### src/rtl/tt_um_multich_pulse_gen_if.sv
// rtl/tt_um_multich_pulse_gen_if.sv - pin bundle of the multichannel pulse generator
interface tt_um_multich_pulse_gen_if;
    logic       ena;
    logic [7:0] ui_in;
    logic [7:0] uio_in;
    logic [7:0] uo_out;
    logic [7:0] uio_out;
    logic [7:0] uio_oe;

    modport master (
        output ena, ui_in, uio_in,
        input  uo_out, uio_out, uio_oe
    );

    modport slave (
        input  ena, ui_in, uio_in,
        output uo_out, uio_out, uio_oe
    );
endinterface

### src/rtl/tt_um_multich_pulse_gen.sv
// rtl/tt_um_multich_pulse_gen.sv - four-channel lockstep pulse-train generator
module tt_um_multich_pulse_gen #(
    parameter int PW  = 4,
    parameter int GAP = 4
) (
    input  logic                        clk,
    input  logic                        rst_n,
    tt_um_multich_pulse_gen_if.slave    bus
);

    typedef enum logic [1:0] {IDLE, HIGH, LOW} state_t;

    localparam logic [7:0] PW_T  = 8'(PW - 1);
    localparam logic [7:0] GAP_T = 8'(GAP - 1);

    state_t     state;
    logic [7:0] timer;
    logic [3:0] cfg [4];
    logic [3:0] rem [4];
    logic [3:0] next_cfg [4];
    logic [3:0] pulse;
    logic       aborted;
    logic       done;
    logic       busy;
    logic       load_q;
    logic       start_q;

    logic       load_ev;
    logic       start_ev;
    logic       abort_lvl;
    logic [1:0] sel;
    logic       cfg_any;
    logic       rem_any;

    assign load_ev   = bus.ui_in[7] & ~load_q;
    assign start_ev  = bus.uio_in[0] & ~start_q;
    assign abort_lvl = bus.uio_in[1];
    assign sel       = bus.ui_in[6:5];

    // Configuration as seen by a start on this edge: a same-cycle load wins.
    always_comb begin
        for (int i = 0; i < 4; i++) begin
            next_cfg[i] = cfg[i];
        end
        if (load_ev && state == IDLE) begin
            next_cfg[sel] = bus.ui_in[3:0];
        end
        cfg_any = 1'b0;
        rem_any = 1'b0;
        for (int i = 0; i < 4; i++) begin
            cfg_any = cfg_any | (next_cfg[i] != 4'd0);
            rem_any = rem_any | (rem[i] != 4'd0);
        end
    end

    // Edge detectors, channel configuration and the IDLE/HIGH/LOW phase sequencer.
    always_ff @(posedge clk) begin
        if (!rst_n) begin
            state   <= IDLE;
            timer   <= 8'd0;
            pulse   <= 4'd0;
            aborted <= 1'b0;
            done    <= 1'b0;
            busy    <= 1'b0;
            load_q  <= 1'b0;
            start_q <= 1'b0;
            for (int i = 0; i < 4; i++) begin
                cfg[i] <= 4'd0;
                rem[i] <= 4'd0;
            end
        end else begin
            load_q  <= bus.ui_in[7];
            start_q <= bus.uio_in[0];
            done    <= 1'b0;
            case (state)
                IDLE: begin
                    for (int i = 0; i < 4; i++) begin
                        cfg[i] <= next_cfg[i];
                    end
                    if (start_ev) begin
                        aborted <= 1'b0;
                        for (int i = 0; i < 4; i++) begin
                            rem[i] <= next_cfg[i];
                        end
                        if (!cfg_any) begin
                            done <= 1'b1;
                        end else begin
                            state <= HIGH;
                            timer <= PW_T;
                            busy  <= 1'b1;
                            for (int i = 0; i < 4; i++) begin
                                pulse[i] <= (next_cfg[i] != 4'd0);
                            end
                        end
                    end
                end
                HIGH: begin
                    if (abort_lvl) begin
                        state   <= IDLE;
                        busy    <= 1'b0;
                        pulse   <= 4'd0;
                        aborted <= 1'b1;
                        for (int i = 0; i < 4; i++) begin
                            rem[i] <= 4'd0;
                        end
                    end else if (timer == 8'd0) begin
                        state <= LOW;
                        timer <= GAP_T;
                        pulse <= 4'd0;
                        for (int i = 0; i < 4; i++) begin
                            if (rem[i] != 4'd0) begin
                                rem[i] <= rem[i] - 4'd1;
                            end
                        end
                    end else begin
                        timer <= timer - 8'd1;
                    end
                end
                LOW: begin
                    if (abort_lvl) begin
                        state   <= IDLE;
                        busy    <= 1'b0;
                        pulse   <= 4'd0;
                        aborted <= 1'b1;
                        for (int i = 0; i < 4; i++) begin
                            rem[i] <= 4'd0;
                        end
                    end else if (timer == 8'd0) begin
                        if (!rem_any) begin
                            state <= IDLE;
                            busy  <= 1'b0;
                            done  <= 1'b1;
                        end else begin
                            state <= HIGH;
                            timer <= PW_T;
                            for (int i = 0; i < 4; i++) begin
                                pulse[i] <= (rem[i] != 4'd0);
                            end
                        end
                    end else begin
                        timer <= timer - 8'd1;
                    end
                end
                default: begin
                    state <= IDLE;
                    busy  <= 1'b0;
                    pulse <= 4'd0;
                end
            endcase
        end
    end

    assign bus.uo_out  = {busy, done, aborted, 1'b0, pulse};
    assign bus.uio_out = {rem[sel], 4'd0};
    assign bus.uio_oe  = 8'hF0;

    wire unused_ok = &{1'b0, bus.ena, bus.ui_in[4], bus.uio_in[7:2]};

endmodule

### src/flat_wrapper.sv
// flat-port wrapper written by rule: the top's interface ports become plain ports
module tt_um_multich_pulse_gen_flat 
#(
    parameter int PW  = 4,
    parameter int GAP = 4
)
  (clk, rst_n, bus_ena, bus_ui_in, bus_uio_in, bus_uo_out, bus_uio_out, bus_uio_oe);
  tt_um_multich_pulse_gen_if bus_i ();
  input  logic clk;
  input  logic rst_n;
  input wire logic [$bits(bus_i.ena)-1:0] bus_ena;
  input wire logic [$bits(bus_i.ui_in)-1:0] bus_ui_in;
  input wire logic [$bits(bus_i.uio_in)-1:0] bus_uio_in;
  output wire logic [$bits(bus_i.uo_out)-1:0] bus_uo_out;
  output wire logic [$bits(bus_i.uio_out)-1:0] bus_uio_out;
  output wire logic [$bits(bus_i.uio_oe)-1:0] bus_uio_oe;
  assign bus_i.ena = bus_ena;
  assign bus_i.ui_in = bus_ui_in;
  assign bus_i.uio_in = bus_uio_in;
  assign bus_uo_out = bus_i.uo_out;
  assign bus_uio_out = bus_i.uio_out;
  assign bus_uio_oe = bus_i.uio_oe;
  tt_um_multich_pulse_gen #(.PW(PW), .GAP(GAP)) u_core (.clk(clk), .rst_n(rst_n), .bus(bus_i));
endmodule
### config.mk
export PLATFORM = sky130hd
export DESIGN_NAME = tt_um_multich_pulse_gen_flat
export DESIGN_NICKNAME = d
export VERILOG_FILES = /design/src/rtl/tt_um_multich_pulse_gen_if.sv /design/src/rtl/tt_um_multich_pulse_gen.sv /design/src/flat_wrapper.sv
export SDC_FILE = /design/constraint.sdc
export NUM_CORES = 1
export LEC_CHECK = 0
export CELL_PAD_IN_SITES_DETAIL_PLACEMENT = 1
export CELL_PAD_IN_SITES_GLOBAL_PLACEMENT = 1
export CORE_MARGIN = 3
export CORE_UTILIZATION = 42
export CTS_BUF_LIST = sky130_fd_sc_hd__clkbuf_16
export CTS_CLUSTER_SIZE = 28
export DETAILED_ROUTE_END_ITERATION = 8
export PLACE_DENSITY_LB_ADDON = 0.1
export SYNTH_ARGS = -nofsm -noshare
export SYNTH_HDL_FRONTEND = slang
export SYNTH_SLANG_ARGS = --single-unit
### constraint.sdc
create_clock -name clk -period 3 [get_ports clk]
set_input_delay 0.6 -clock clk [delete_from_list [all_inputs] [get_ports clk]]
set_output_delay 0.6 -clock clk [all_outputs]
set_load 0.005 [all_outputs]
# Word-level counts from Yosys, hierarchy flattened
# Memory sizes are Yosys's and may differ from the RTL's.
# Index checks and enable logic that the tools add are counted.
# op_classes
add_sub_neg,5
order_cmp,2
eq_ne,13
n_mux,103
bitwise,31
reduce_logical,20
# ops
op,count
2-to-1 mux 4 bit,28
2-to-1 mux 8 bit,7
2-to-1 mux 1 bit,53
nonzero test 4 bit,8
bitwise OR 1 bit,26
case mux 8 bit (3 select lines),1
bitwise mux 16 bit,1
2-to-1 mux 16 bit,1
"subtractor 4 x 1 -> 4 bit, second input constant",4
2-to-1 mux 2 bit,6
"!= test 3 x 2 -> 1 bit, second input constant",4
case mux 4 bit (3 select lines),1
AND reduction 5 bit,2
demux 4 bit (select 2 bit),1
zero test 8 bit,1
"subtractor 8 x 1 -> 8 bit, second input constant",1
"!= test 2 x 1 -> 1 bit, second input constant",3
"!= test 2 bit, second input constant",3
case mux 2 bit (3 select lines),1
AND reduction 6 bit,1
case mux 1 bit (2 select lines),2
AND reduction 4 bit,1
">= comparator 3 bit, second input constant",1
"< comparator 3 x 1 -> 1 bit, second input constant",1
13 further kinds,16
# word_totals
regBits,19
ramBits,32
inputBits,19
elab_cells,184
mem_count,2
# memory_table
name,words,width,rd,rd_ports_with_merged_regs,wr,line,text
u_core.cfg,4,4,4,0,4,tt_um_multich_pulse_gen.sv:18,logic [3:0] cfg [4];
u_core.rem,4,4,5,0,4,tt_um_multich_pulse_gen.sv:19,logic [3:0] rem [4];

# Longest topological paths before layout
# depth
word_depth,14
depth_mapped,10
mapped_depth_nobuf,8

# Worst setup path before layout
# Ideal clock, no wire load.
# synth_timing
path_kind,reg-to-reg
from,register u_core.state[0]
to,register u_core.state[0]
setup_ps,70
arrival_ps,2370
required_time_ps,2930
path_slack_ps,559
path_stages_with_launch,11
path_buffers,2
period_less_slack_ps,2441
cell_sequence,dfxtp_1 -> inv_1 -> ha_1 -> and3b_1 -> buf_2 -> and3b_1 -> buf_6 -> o211a_4 -> o211a_4 -> or4_1 -> a21oi_1
# synth_via
elab_chain_cells,9
word_cells_on_any_way,18
# synth_lines
item,line,text
from (decl),tt_um_multich_pulse_gen.sv:16,state_t state;
from (signal assigned),tt_um_multich_pulse_gen.sv:59,state <= IDLE;
from (signal assigned),tt_um_multich_pulse_gen.sv:88,state <= HIGH;
from (signal assigned),tt_um_multich_pulse_gen.sv:99,state <= IDLE;
zero test 2 bit,"tt_um_multich_pulse_gen.sv:45, tt_um_multich_pulse_gen.sv:75",
logical AND 1 bit,tt_um_multich_pulse_gen.sv:45,if (load_ev && state == IDLE) begin
2-to-1 mux 16 bit,tt_um_multich_pulse_gen.sv:45,
nonzero test 4 bit,tt_um_multich_pulse_gen.sv:51,cfg_any = cfg_any | (next_cfg[i] != 4'd0);
bitwise OR 1 bit (3 in series),tt_um_multich_pulse_gen.sv:51,
!= test 2 x 1 -> 1 bit (no source line),-,
AND reduction 4 bit (no source line),-,
# Several ways; a longest one is shown, not always the timed one.
# A chain may end at the register's enable or synchronous reset.

# Worst setup path after layout
# layout_timing
from,input port bus_ui_in[5]
to,output port bus_uio_out[5]
# layout_via
elab_chain_cells,1
# layout_lines
item,line,text
from (decl),flat_wrapper.sv:12,input wire logic [$bits(bus_i.ui_in)-1:0] bus_ui_in;
memory read (4 x 4 bit),-,
to (decl),flat_wrapper.sv:15,output wire logic [$bits(bus_i.uio_out)-1:0] bus_uio_out;
# No other way between the ends.

==> results by group <==
Floorplan
  – # rows: 31
  – Die X: 94.6 um
  – Core area: 7450 sq um
  – Die area: 8940 sq um
  – Initial core utilization: 44.2%
  – Boundary pin count: 43
  – Vert. Die Dim: 94.6 um

Min path
  – Worst min-delay path endpoint: u_core.timer[6]$_SDFFE_PN0P_
  – Hold Crit Start: u_core.timer[6]$_SDFFE_PN0P_
  – Min-Delay Path Class: reg -> reg
  – Hold path cells: 2

Setup path
  – Crit-path most repeated cell: clkdlybuf4s50_1
  – CP arrival: 2.30 ns
  – Worst reg2reg path endpoint: u_core.timer[0]$_SDFFE_PN0P_
  – R2R depth: 7
  – Top fanout value on the critical path: 5
  – Slowest CP cell: clkdlybuf4s50_1
  – Critical path startpoint: bus_ui_in[5]
  – RR Startpoint: u_core.rem[3][0]$_SDFFE_PP0P_
  – Crit path launch type: primary input
  – CP endpoint kind: primary output
  – Crit path kind: in -> out
  – CP cell instances: clkdlybuf4s50_1, mux4_2, clkdlybuf4s50_1
  – Slowest stage delay, CP: 0.69 ns
  – CP required: 2.40 ns
  – R2R Setup Slk: 0.39 ns

CTS
  – Clock-pin slew on the worst setup and hold paths: 0.07 ns
  – Post-CTS setup buffer count: 0
  – Root Buffer: clkbuf_16
  – H-tree depth: 2
  – Resize count post-CTS: 0
  – Clk buf depth: 2
  – Hold-fix buffers, CTS: 0
  – Num CTS Buffers: 5
  – Clock Latency Late Sink: 0.29 ns
  – CTS tree: built
  – Clk sinks: 51

Routing
  – Met3 WL: 281 um
  – Number of routed nets with antenna violations: 0
  – Met2 wire len: 4740 um
  – M1 WL: 4370 um
  – # DRC: 0
  – Iter 0 DRT Violations: 161
  – Vias: 2922
  – First-pass detailed-route iteration total: 7
  – Via/cell ratio: 5.83
  – Top Metal Used: met4
  – Wirelength per Cell: 19.1 um
  – Final wirelength: 9550 um

Synth
  – Cell area after synthesis: 3290 sq um
  – Cells after Synth: 369
  – Yosys reg bits: 51
  – Yosys top cell area share: 21.9%
  – Ys flop type: dfxtp_1
  – Synth area leader: edfxtp_1
  – Register area share after synthesis: 38.3%
  – Synth top cells by count: nor2_1 (40), a21oi_1 (27), dfxtp_1 (27)
  – Synthesized area per cell: 8.92 sq um
  – Most numerous cell in the Yosys netlist: nor2_1
  – Top cells by area, synth: edfxtp_1 (22%), dfxtp_1 (16%), mux2i_1 (5.5%), nor2_1 (4.6%), ha_1 (4.2%)
  – Library cells used by synthesis: 55
  – Syn. warnings: 0
  – Fraction of registers with async set/reset: 0%
  – Post-synth EDFFs: 24

Global routing
  – Gr ovfl total: 0
  – First-pass GRT wire length: 15200 um
  – Initial antenna violation count: 0
  – Vias in the first global route: 2877
  – Largest net degree at the start of global routing: 18
  – Total Routing Usage GR: 22.3%

STA
  – Fmax: 344 MHz
  – Finish-stage setup viols: 0
  – Worst-Margin Slew: 0.759 ns
  – Tmin final: 2.90 ns
  – Slew HR: 49.3%
  – Fin. Hold Viols: 0
  – Max Slew Vio Count: 0
  – Fin Setup TNS: 0 ns
  – Final setup skew: 0.00686 ns
  – Final setup margin: 0.0970 ns
  – Final cycle utilization of the critical path: 96.8%
  – Unrepaired setup endpoints after global routing: no

Placement
  – Post-detail-place hpwl: 7310 um
  – Global placement routability congestion: 0.843
  – Placed Area: 3660 sq um
  – Pre-CTS WS: -0.00552 ns
  – # port buffers: 21
  – Cells after DPL: 493

Final layout
  – Diodes inserted: 0
  – Share of cells above drive strength 1: 11.2%
  – Final std cell area, no fill: 3850 sq um
  – Nets@finish: 431
  – Area growth, synth to finish: 17.0%
  – Final non-filler cell total: 501
  – Core Util, Final: 51.7%

Outcome
  – Outcome: complete, no violations

Power and ir drop
  – Power per Cell Area: 956 nW/um^2
  – Worst VDD drop: 0.000356 V
  – LEAKAGE: 0.00152 uW

Run
  – MaxCap Viol Count: 0
[logic make-up after synthesis]
| logic type | synth area share, % |
|---|---|
| simple gates | 21.9 |
| compound gates | 17.8 |
| flops | 38.3 |
| buf+inv | 7.67 |
| mux | 8.89 |
| fa+ha+maj | 4.18 |
| xor+xnor | 1.06 |
| other cells | 0.228 |
[how the worst max path moves through the flow]
| stage | to | slack, ns |
|---|---|---|
| after floorplan | u_core.state[0]$_SDFFE_PN0P_ | 0.56 |
| final | bus_uio_out[5] | 0.1 |
| after CTS | bus_uio_out[5] | 0.09 |
| after global routing | bus_uio_out[5] | 0.03 |
| after global placement | u_core.timer[7]$_SDFFE_PN0P_ | 0.05 |
| after detailed placement | u_core.timer[7]$_SDFFE_PN0P_ | -0.006 |
[metal layers]
| metal | up-vias | GRT usage [%] |
|---|---|---|
| met3 | 15 | 2.71 |
| li1 | 1397 | - |
| met2 | 61 | 38.8 |
| met1 | 1449 | 29.3 |
| met5 | - | 0 |
| met4 | 0 | 5.41 |
[cells in the final DEF (no fill, tap or decap), types with 3 or more instances in the layout]
master and instances:
a21oi_1 27, a311oi_1 6, a31oi_1 4, and2_1 5, and3_1 4, and3b_1 3, buf_4 23, clkbuf_16 5
clkdlybuf4s50_1 21, conb_1 13, dfxtp_1 27, edfxtp_1 24, ha_1 11, inv_1 19, mux2i_1 18, mux4_2 4
nand2_1 25, nand2b_1 3, nand3_1 13, nand3b_1 3, nand4_1 4, nand4b_1 3, nor2_1 40, nor2b_1 5
nor3_1 13, nor3b_1 6, nor4_1 6, o211ai_1 5, o21ai_0 20, o32ai_1 4, xnor2_1 4
[registers in the layout, indices dropped and copies added (netlist names)]
name            cells
u_core.rem         16
u_core.state        2
u_core.timer        8
u_core.done         1
u_core.pulse        4
u_core.start_q      1
u_core.load_q       1
u_core.aborted      1
u_core.busy         1
u_core.cfg         16
[critical path, delay by kind of cell]
| kind | cells | cell delay [ns] |
|---|---|---|
| buf+inv | 2 | 1.15 |
| mux | 1 | 0.55 |
[power breakdown]
group	internal, uW	total, uW	leakage (uW)	switching, uW
sequential	990	1170	0.000493	176
combinational	741	1770	0.000935	1030
clock	478	747	0.0000900	268
total	2210	3680	0.00152	1470
[cell type report]
type	instances	area [sq um]
Tap cell	99	124
Sequential cell	51	1260
Inverter	19	71.3
Clock inverter	3	67.6
Fill cell	887	3590
Multi-Input combinational cell	280	1820
Timing Repair Buffer	44	383
Clock buffer	5	125
[per-stage QoR]
stage / power (uW) / hold slack, ns
after global placement: 2880 / 0.477
final: 3680 / 0.500
after detailed placement: 2930 / 0.489
after global routing: 3950 / 0.510
after CTS: 3690 / 0.500
after floorplan: 2320 / 0.451
(Power assumes the default switching activity.)
